==> src/rtl/i2c_pkg.sv <==
// Shared types for the two-master I2C driver arbiter: FSM states,
// driver control/status bundles and the status a non-owner sees.
package i2c_pkg;

    typedef enum logic [1:0] {
        ST_IDLE    = 2'd0,
        ST_GNT0    = 2'd1,
        ST_GNT1    = 2'd2,
        ST_RELEASE = 2'd3
    } arb_state_t;

    typedef struct packed {
        logic       ena;
        logic       rw;
        logic       start_transfer;
        logic       stop_transfer;
        logic       r_start;
        logic [7:0] data_wr;
    } drv_ctrl_t;

    typedef struct packed {
        logic       busy;
        logic       ready;
        logic       ack_err;
        logic [7:0] data_rd;
    } drv_stat_t;

    localparam logic       IDLE_BUSY    = 1'b1;
    localparam logic       IDLE_READY   = 1'b0;
    localparam logic       IDLE_ACK_ERR = 1'b0;
    localparam logic [7:0] IDLE_DATA_RD = 8'h00;

    localparam drv_ctrl_t CTRL_OFF = '0;

    localparam drv_stat_t STAT_IDLE = '{
        busy:    IDLE_BUSY,
        ready:   IDLE_READY,
        ack_err: IDLE_ACK_ERR,
        data_rd: IDLE_DATA_RD
    };

endpackage

==> src/rtl/i2c_arb_watchdog.sv <==
// Idle-bus watchdog: counts consecutive cycles with no activity while
// a master holds the grant. clr: activity/no grant; expire: revoke strobe.
module i2c_arb_watchdog #(
    parameter int TIMEOUT_CYCLES = 50000,
    parameter int TO_W           = 16
) (
    input  logic clk,
    input  logic rst_n,
    input  logic clr,
    output logic expire
);

    localparam logic [TO_W-1:0] LAST = TO_W'(TIMEOUT_CYCLES - 1);

    logic [TO_W-1:0] cnt;

    always_ff @(posedge clk or negedge rst_n) begin
        if (!rst_n) begin
            cnt <= '0;
        end else if (clr) begin
            cnt <= '0;
        end else if (cnt != LAST) begin
            cnt <= cnt + TO_W'(1);
        end
    end

    // The cycle that reaches LAST is itself an idle cycle, so the
    // strobe marks the TIMEOUT_CYCLES-th consecutive idle cycle.
    assign expire = !clr && (cnt == LAST);

endmodule

==> src/rtl/i2c_bus_arbiter.sv <==
// Round-robin arbiter sharing one I2C_Driver between two controllers.
// Ports: m0_*/m1_* master side, drv_* driver side, owner, timeout_err.
module i2c_bus_arbiter
    import i2c_pkg::*;
#(
    parameter int TIMEOUT_CYCLES = 50000,
    parameter int TO_W           = 16
) (
    input  logic       clk,
    input  logic       rst_n,

    input  logic       m0_req,
    output logic       m0_gnt,
    input  logic       m0_ena,
    input  logic       m0_rw,
    input  logic       m0_start_transfer,
    input  logic       m0_stop_transfer,
    input  logic       m0_r_start,
    input  logic [7:0] m0_data_wr,
    output logic [7:0] m0_data_rd,
    output logic       m0_busy,
    output logic       m0_ready,
    output logic       m0_ack_err,

    input  logic       m1_req,
    output logic       m1_gnt,
    input  logic       m1_ena,
    input  logic       m1_rw,
    input  logic       m1_start_transfer,
    input  logic       m1_stop_transfer,
    input  logic       m1_r_start,
    input  logic [7:0] m1_data_wr,
    output logic [7:0] m1_data_rd,
    output logic       m1_busy,
    output logic       m1_ready,
    output logic       m1_ack_err,

    output logic       drv_ena,
    output logic       drv_rw,
    output logic       drv_start_transfer,
    output logic       drv_stop_transfer,
    output logic       drv_r_start,
    output logic [7:0] drv_data_wr,
    input  logic [7:0] drv_data_rd,
    input  logic       drv_busy,
    input  logic       drv_ready,
    input  logic       drv_ack_err,

    output logic       owner,
    output logic       timeout_err
);

    arb_state_t state, state_d;
    logic [1:0] lockout;
    logic       to_fire;
    logic       expire;
    logic       wd_clr;
    logic       elig0, elig1;

    drv_ctrl_t  m0_ctrl, m1_ctrl, ctrl_sel;
    drv_stat_t  drv_stat, m0_stat, m1_stat;

    assign m0_ctrl = '{m0_ena, m0_rw, m0_start_transfer,
                       m0_stop_transfer, m0_r_start, m0_data_wr};
    assign m1_ctrl = '{m1_ena, m1_rw, m1_start_transfer,
                       m1_stop_transfer, m1_r_start, m1_data_wr};
    assign drv_stat = '{drv_busy, drv_ready, drv_ack_err, drv_data_rd};

    assign elig0 = m0_req && !lockout[0];
    assign elig1 = m1_req && !lockout[1];

    // State register and registered outputs
    always_ff @(posedge clk or negedge rst_n) begin
        if (!rst_n) begin
            state       <= ST_IDLE;
            m0_gnt      <= 1'b0;
            m1_gnt      <= 1'b0;
            owner       <= 1'b1;
            timeout_err <= 1'b0;
            lockout     <= 2'b00;
        end else begin
            state       <= state_d;
            m0_gnt      <= (state_d == ST_GNT0);
            m1_gnt      <= (state_d == ST_GNT1);
            timeout_err <= to_fire;
            if (state == ST_IDLE && state_d == ST_GNT0) owner <= 1'b0;
            if (state == ST_IDLE && state_d == ST_GNT1) owner <= 1'b1;
            // A revoke only happens while the owner still requests,
            // so set and clear never collide.
            lockout[0] <= m0_req &&
                          (lockout[0] || (to_fire && state == ST_GNT0));
            lockout[1] <= m1_req &&
                          (lockout[1] || (to_fire && state == ST_GNT1));
        end
    end

    // Next-state logic
    always_comb begin
        state_d = state;
        to_fire = 1'b0;
        unique case (state)
            ST_IDLE: begin
                unique case (1'b1)
                    (elig0 && elig1): state_d = owner ? ST_GNT0 : ST_GNT1;
                    (elig0 && !elig1): state_d = ST_GNT0;
                    (!elig0 && elig1): state_d = ST_GNT1;
                    default:           state_d = ST_IDLE;
                endcase
            end
            ST_GNT0: begin
                if (!m0_req) begin
                    state_d = ST_RELEASE;
                end else if (expire) begin
                    state_d = ST_RELEASE;
                    to_fire = 1'b1;
                end
            end
            ST_GNT1: begin
                if (!m1_req) begin
                    state_d = ST_RELEASE;
                end else if (expire) begin
                    state_d = ST_RELEASE;
                    to_fire = 1'b1;
                end
            end
            ST_RELEASE: begin
                if (!drv_busy) state_d = ST_IDLE;
            end
            default: state_d = ST_IDLE;
        endcase
    end

    // Output muxing
    always_comb begin
        ctrl_sel = CTRL_OFF;
        m0_stat  = STAT_IDLE;
        m1_stat  = STAT_IDLE;
        unique case (state)
            ST_GNT0: begin
                ctrl_sel = m0_ctrl;
                m0_stat  = drv_stat;
            end
            ST_GNT1: begin
                ctrl_sel = m1_ctrl;
                m1_stat  = drv_stat;
            end
            default: begin
                ctrl_sel = CTRL_OFF;
            end
        endcase
    end

    assign drv_ena            = ctrl_sel.ena;
    assign drv_rw             = ctrl_sel.rw;
    assign drv_start_transfer = ctrl_sel.start_transfer;
    assign drv_stop_transfer  = ctrl_sel.stop_transfer;
    assign drv_r_start        = ctrl_sel.r_start;
    assign drv_data_wr        = ctrl_sel.data_wr;

    assign m0_busy    = m0_stat.busy;
    assign m0_ready   = m0_stat.ready;
    assign m0_ack_err = m0_stat.ack_err;
    assign m0_data_rd = m0_stat.data_rd;
    assign m1_busy    = m1_stat.busy;
    assign m1_ready   = m1_stat.ready;
    assign m1_ack_err = m1_stat.ack_err;
    assign m1_data_rd = m1_stat.data_rd;

    // Outside a grant, or with the owner enabling or the driver busy,
    // the bus is considered in use.
    assign wd_clr = !(state == ST_GNT0 || state == ST_GNT1) ||
                    ctrl_sel.ena || drv_busy;

    i2c_arb_watchdog #(
        .TIMEOUT_CYCLES(TIMEOUT_CYCLES),
        .TO_W          (TO_W)
    ) u_watchdog (
        .clk   (clk),
        .rst_n (rst_n),
        .clr   (wd_clr),
        .expire(expire)
    );

endmodule

==> config.mk <==
export PLATFORM = sky130hd
export DESIGN_NAME = i2c_bus_arbiter
export DESIGN_NICKNAME = d
export VERILOG_FILES = /design/src/rtl/i2c_pkg.sv /design/src/rtl/i2c_arb_watchdog.sv /design/src/rtl/i2c_bus_arbiter.sv
export SDC_FILE = /design/constraint.sdc
export NUM_CORES = 1
export LEC_CHECK = 0
export CAP_MARGIN = 0
export CORE_AREA = 8 8 72 74
export DETAILED_ROUTE_END_ITERATION = 16
export DIE_AREA = 0 0 80 82
export PLACE_DENSITY_LB_ADDON = 0.08
export SYNTH_ARGS = -nofsm -noshare
export SYNTH_HDL_FRONTEND = slang
export SYNTH_SLANG_ARGS = --single-unit
==> constraint.sdc <==
create_clock -name clk -period 4.2 [get_ports clk]
set_input_delay 0.84 -clock clk [delete_from_list [all_inputs] [get_ports clk]]
set_output_delay 0.84 -clock clk [all_outputs]
set_load 0.03 [all_outputs]
==> impl_metrics.yaml <==
yosys:
  synth_edf_count: 0
  ys_async_sr_fraction: 1.00
  synth_cells: 180
  ys_seq_elements: 24
  netlist-cell-type-count: 39
  yosysWarnings: 0
  syn_area_um2: 1690
  yosysTopAreaCell: "dfrtp_1"
  post_synth.cell_area_avg_um2: 9.40
  syn_nets: 228
  synthFlopType: "dfrtp_1"
  yosys-top-cells-area: "dfrtp_1 (34%), and2_1 (7.8%), nor2b_1 (6.7%)"
  synth.top_cell.area_share: 0.340
  yosysSeqAreaShare: 0.356
setup_path:
  crit_chain: "inv_1, ha_1, a22oi_1, nor2b_1, clkdlybuf4s50_1"
  arrival_ps: 2730
  worstReg2RegStart: "state[0]$_DFF_PN0_"
  r2r-end: "m0_gnt$_DFF_PN0_"
  setup.worst_path.end_class: "output port"
  ff2ff_setup_slack_ps: 1460
  cp.required_ps: 3360
  cp-start-kind: "flip-flop"
  worstRegToRegCells: 7
  crit_type: "flip-flop to output port"
  max_stage_delay_ps: 760
  cp.depth: 5
  cp_top_family: "buffers and inverters"
  critical_path.startpoint: "state[0]$_DFF_PN0_"
  slowest_stage: "ha_1"
  crit_fanout: 29
  endpoint: "drv_ena"
  crit_buf_inv: 2
clock_tree:
  htreeDepth: 1
  clkTransAtPathRegs_ps: 80
  cts_sinks: 24
  cts-resized-gates: 0
  clk-insertion-delay-late_ps: 270
  ctsHoldBuffers: 0
  postCtsSetupBuffers: 0
  numCtsBuffers: 3
  clockBufferDepth: 2
  clock-root-buffer: "clkbuf_8"
  cts_tree: "built"
global_routing:
  grt_pass1_vias: 1464
  overflow: 0
  grt_pass1_wl_um: 7360
  grt_max_degree: 30
  antenna_found_initial: 0
  grt_usage: 0.140
die:
  dieArea_um2: 6560
  fp.dieH_um: 82
  start_util: 0.409
  die_w_um: 80
  ioPinCount: 80
  core_um2: 4140
  placementRows: 24
drt:
  ant_nets: 0
  dr.pass1.iters: 4
  route.detailed.drc: 0
  drt_iter0_drc: 41
  wirelength_um: 4700
  dr_total_vias: 1510
  viasPerCell: 4.90
  wl_per_cell_um: 15.2
timing:
  clock.fmax_ghz: 0.280
  setup_tns_ps: 0
  rsz0062_at_grt: "no"
  post-route-period-util: 0.851
  maxSlewViolCount: 0
  worst_hold_slack_ps: 514
  relSlewSlack: 0.295
  setup_viol: 0
  skew_ps: 10.1
  finalHoldViolCount: 0
  worst_pin_slew_ps: 1050
  period_minus_slack_ps: 3570
finish:
  final_util: 0.619
  drive_above_1_share: 0.0586
  layout_common_cells: "clkdlybuf4s50_1 (79), dfrtp_1 (23), and2_1 (21), nor2b_1 (18), nor2_1 (18)"
  nFillCells: 380
  seq_area_um2: 602
  n_antenna_cell: 0
  multiInputGateArea_um2: 1040
  layout.nets: 305
  layout_commonest_cell: "clkdlybuf4s50_1"
  areaGrowthSynthToFinish_pct: 51.6
power:
  power_leakage_uw: 0.00102
  powerDensity_nw_per_um2: 491
  vdd_drop_max_v: 0.000228
run:
  max_cap_viol_count: 0
placed_design:
  gp_congestion: 0.749
  io_buffers: 79
  hpwl_um: 3710
worst_hold_path:
  hp-class: "flip-flop to flip-flop"
status:
  status: "completed"
[registers in the layout (all words and copies together) (netlist names)]
signal / count
state: 2
owner: 1
m1_gnt: 1
m0_gnt: 1
timeout_err: 1
u_watchdog.cnt: 16
lockout: 2
[worst min-delay path, delay by kind of cell, from the launching register on]
kind / cells / cell delay [ps]
DFF: 1 / 350
and+or+nand+nor: 1 / 80
AOI/OAI and AO/OA: 1 / 40
[layout make-up]
cell class | instances | area share
inverters | 5 | 0.00731
clock buffers | 4 | 0.0176
flip-flops and latches | 24 | 0.235
repair buffers | 80 | 0.311
well taps | 52 | 0.0254
multi-input cells | 143 | 0.404
[power by group]
| group | switching [uW] | leakage (uW) | internal [uW] |
|---|---|---|---|
| clock | 68.1 | 0.0000228 | 67.7 |
| combinational | 474 | 0.000669 | 366 |
| sequential | 23.1 | 0.000327 | 262 |
[kinds of logic after synthesis]
logic type,share of synthesized area
flops,0.356
xor+xnor,0.0673
buf+inv,0.0318
fa+ha+maj,0.0517
mux,0.0185
simple gates,0.361
compound gates,0.115
[per-stage QoR]
stage	cell area [um^2]	total power [uW]	worst slack [ps]	std cells
after detailed placement	2520	1140	859	304
final	2570	1260	626	308
after global routing	2570	1340	431	308
after floorplan	1690	833	1520	180
after global placement	2520	1140	915	304
after CTS	2570	1280	556	308
[per-layer routing]
metal	global-route usage	vias up	share of wire
met5	0	-	0
met1	0.166	689	0.43
met4	0.0600	0	0.014
met3	0.0208	4	0.073
met2	0.247	49	0.48
li1	-	768	-
[synthesized netlist by cell type, types with 2 or more instances]
| cell | instances |
|---|---|
| nor2_1 | 18 |
| inv_1 | 5 |
| buf_1 | 2 |
| xnor2_1 | 7 |
| clkbuf_1 | 4 |
| o22a_1 | 2 |
| nor2b_1 | 18 |
| nand2_1 | 8 |
| and3_1 | 3 |
| nor4bb_4 | 2 |
| xor2_1 | 6 |
| nor3_1 | 5 |
| a21oi_1 | 5 |
| nand3_1 | 6 |
| ha_1 | 7 |
| and2_1 | 21 |
| dfrtp_1 | 23 |
| nand2b_1 | 3 |
| o21ai_0 | 2 |
| a22oi_1 | 13 |
| mux2i_1 | 2 |
[worst min path at each step]
stage | start | endpoint | slack [ps] | depth (start not counted)
after CTS | lockout[0]$_DFF_PN0_ | lockout[0]$_DFF_PN0_ | 530 | 2
after global routing | owner$_DFFE_PN1P_ | owner$_DFFE_PN1P_ | 560 | 1
after global placement | lockout[0]$_DFF_PN0_ | lockout[0]$_DFF_PN0_ | 480 | 2
after floorplan | lockout[0]$_DFF_PN0_ | lockout[0]$_DFF_PN0_ | 460 | 2
after detailed placement | lockout[0]$_DFF_PN0_ | lockout[0]$_DFF_PN0_ | 510 | 2
final | lockout[0]$_DFF_PN0_ | lockout[0]$_DFF_PN0_ | 510 | 2
Power figures use the tool's default switching activity.
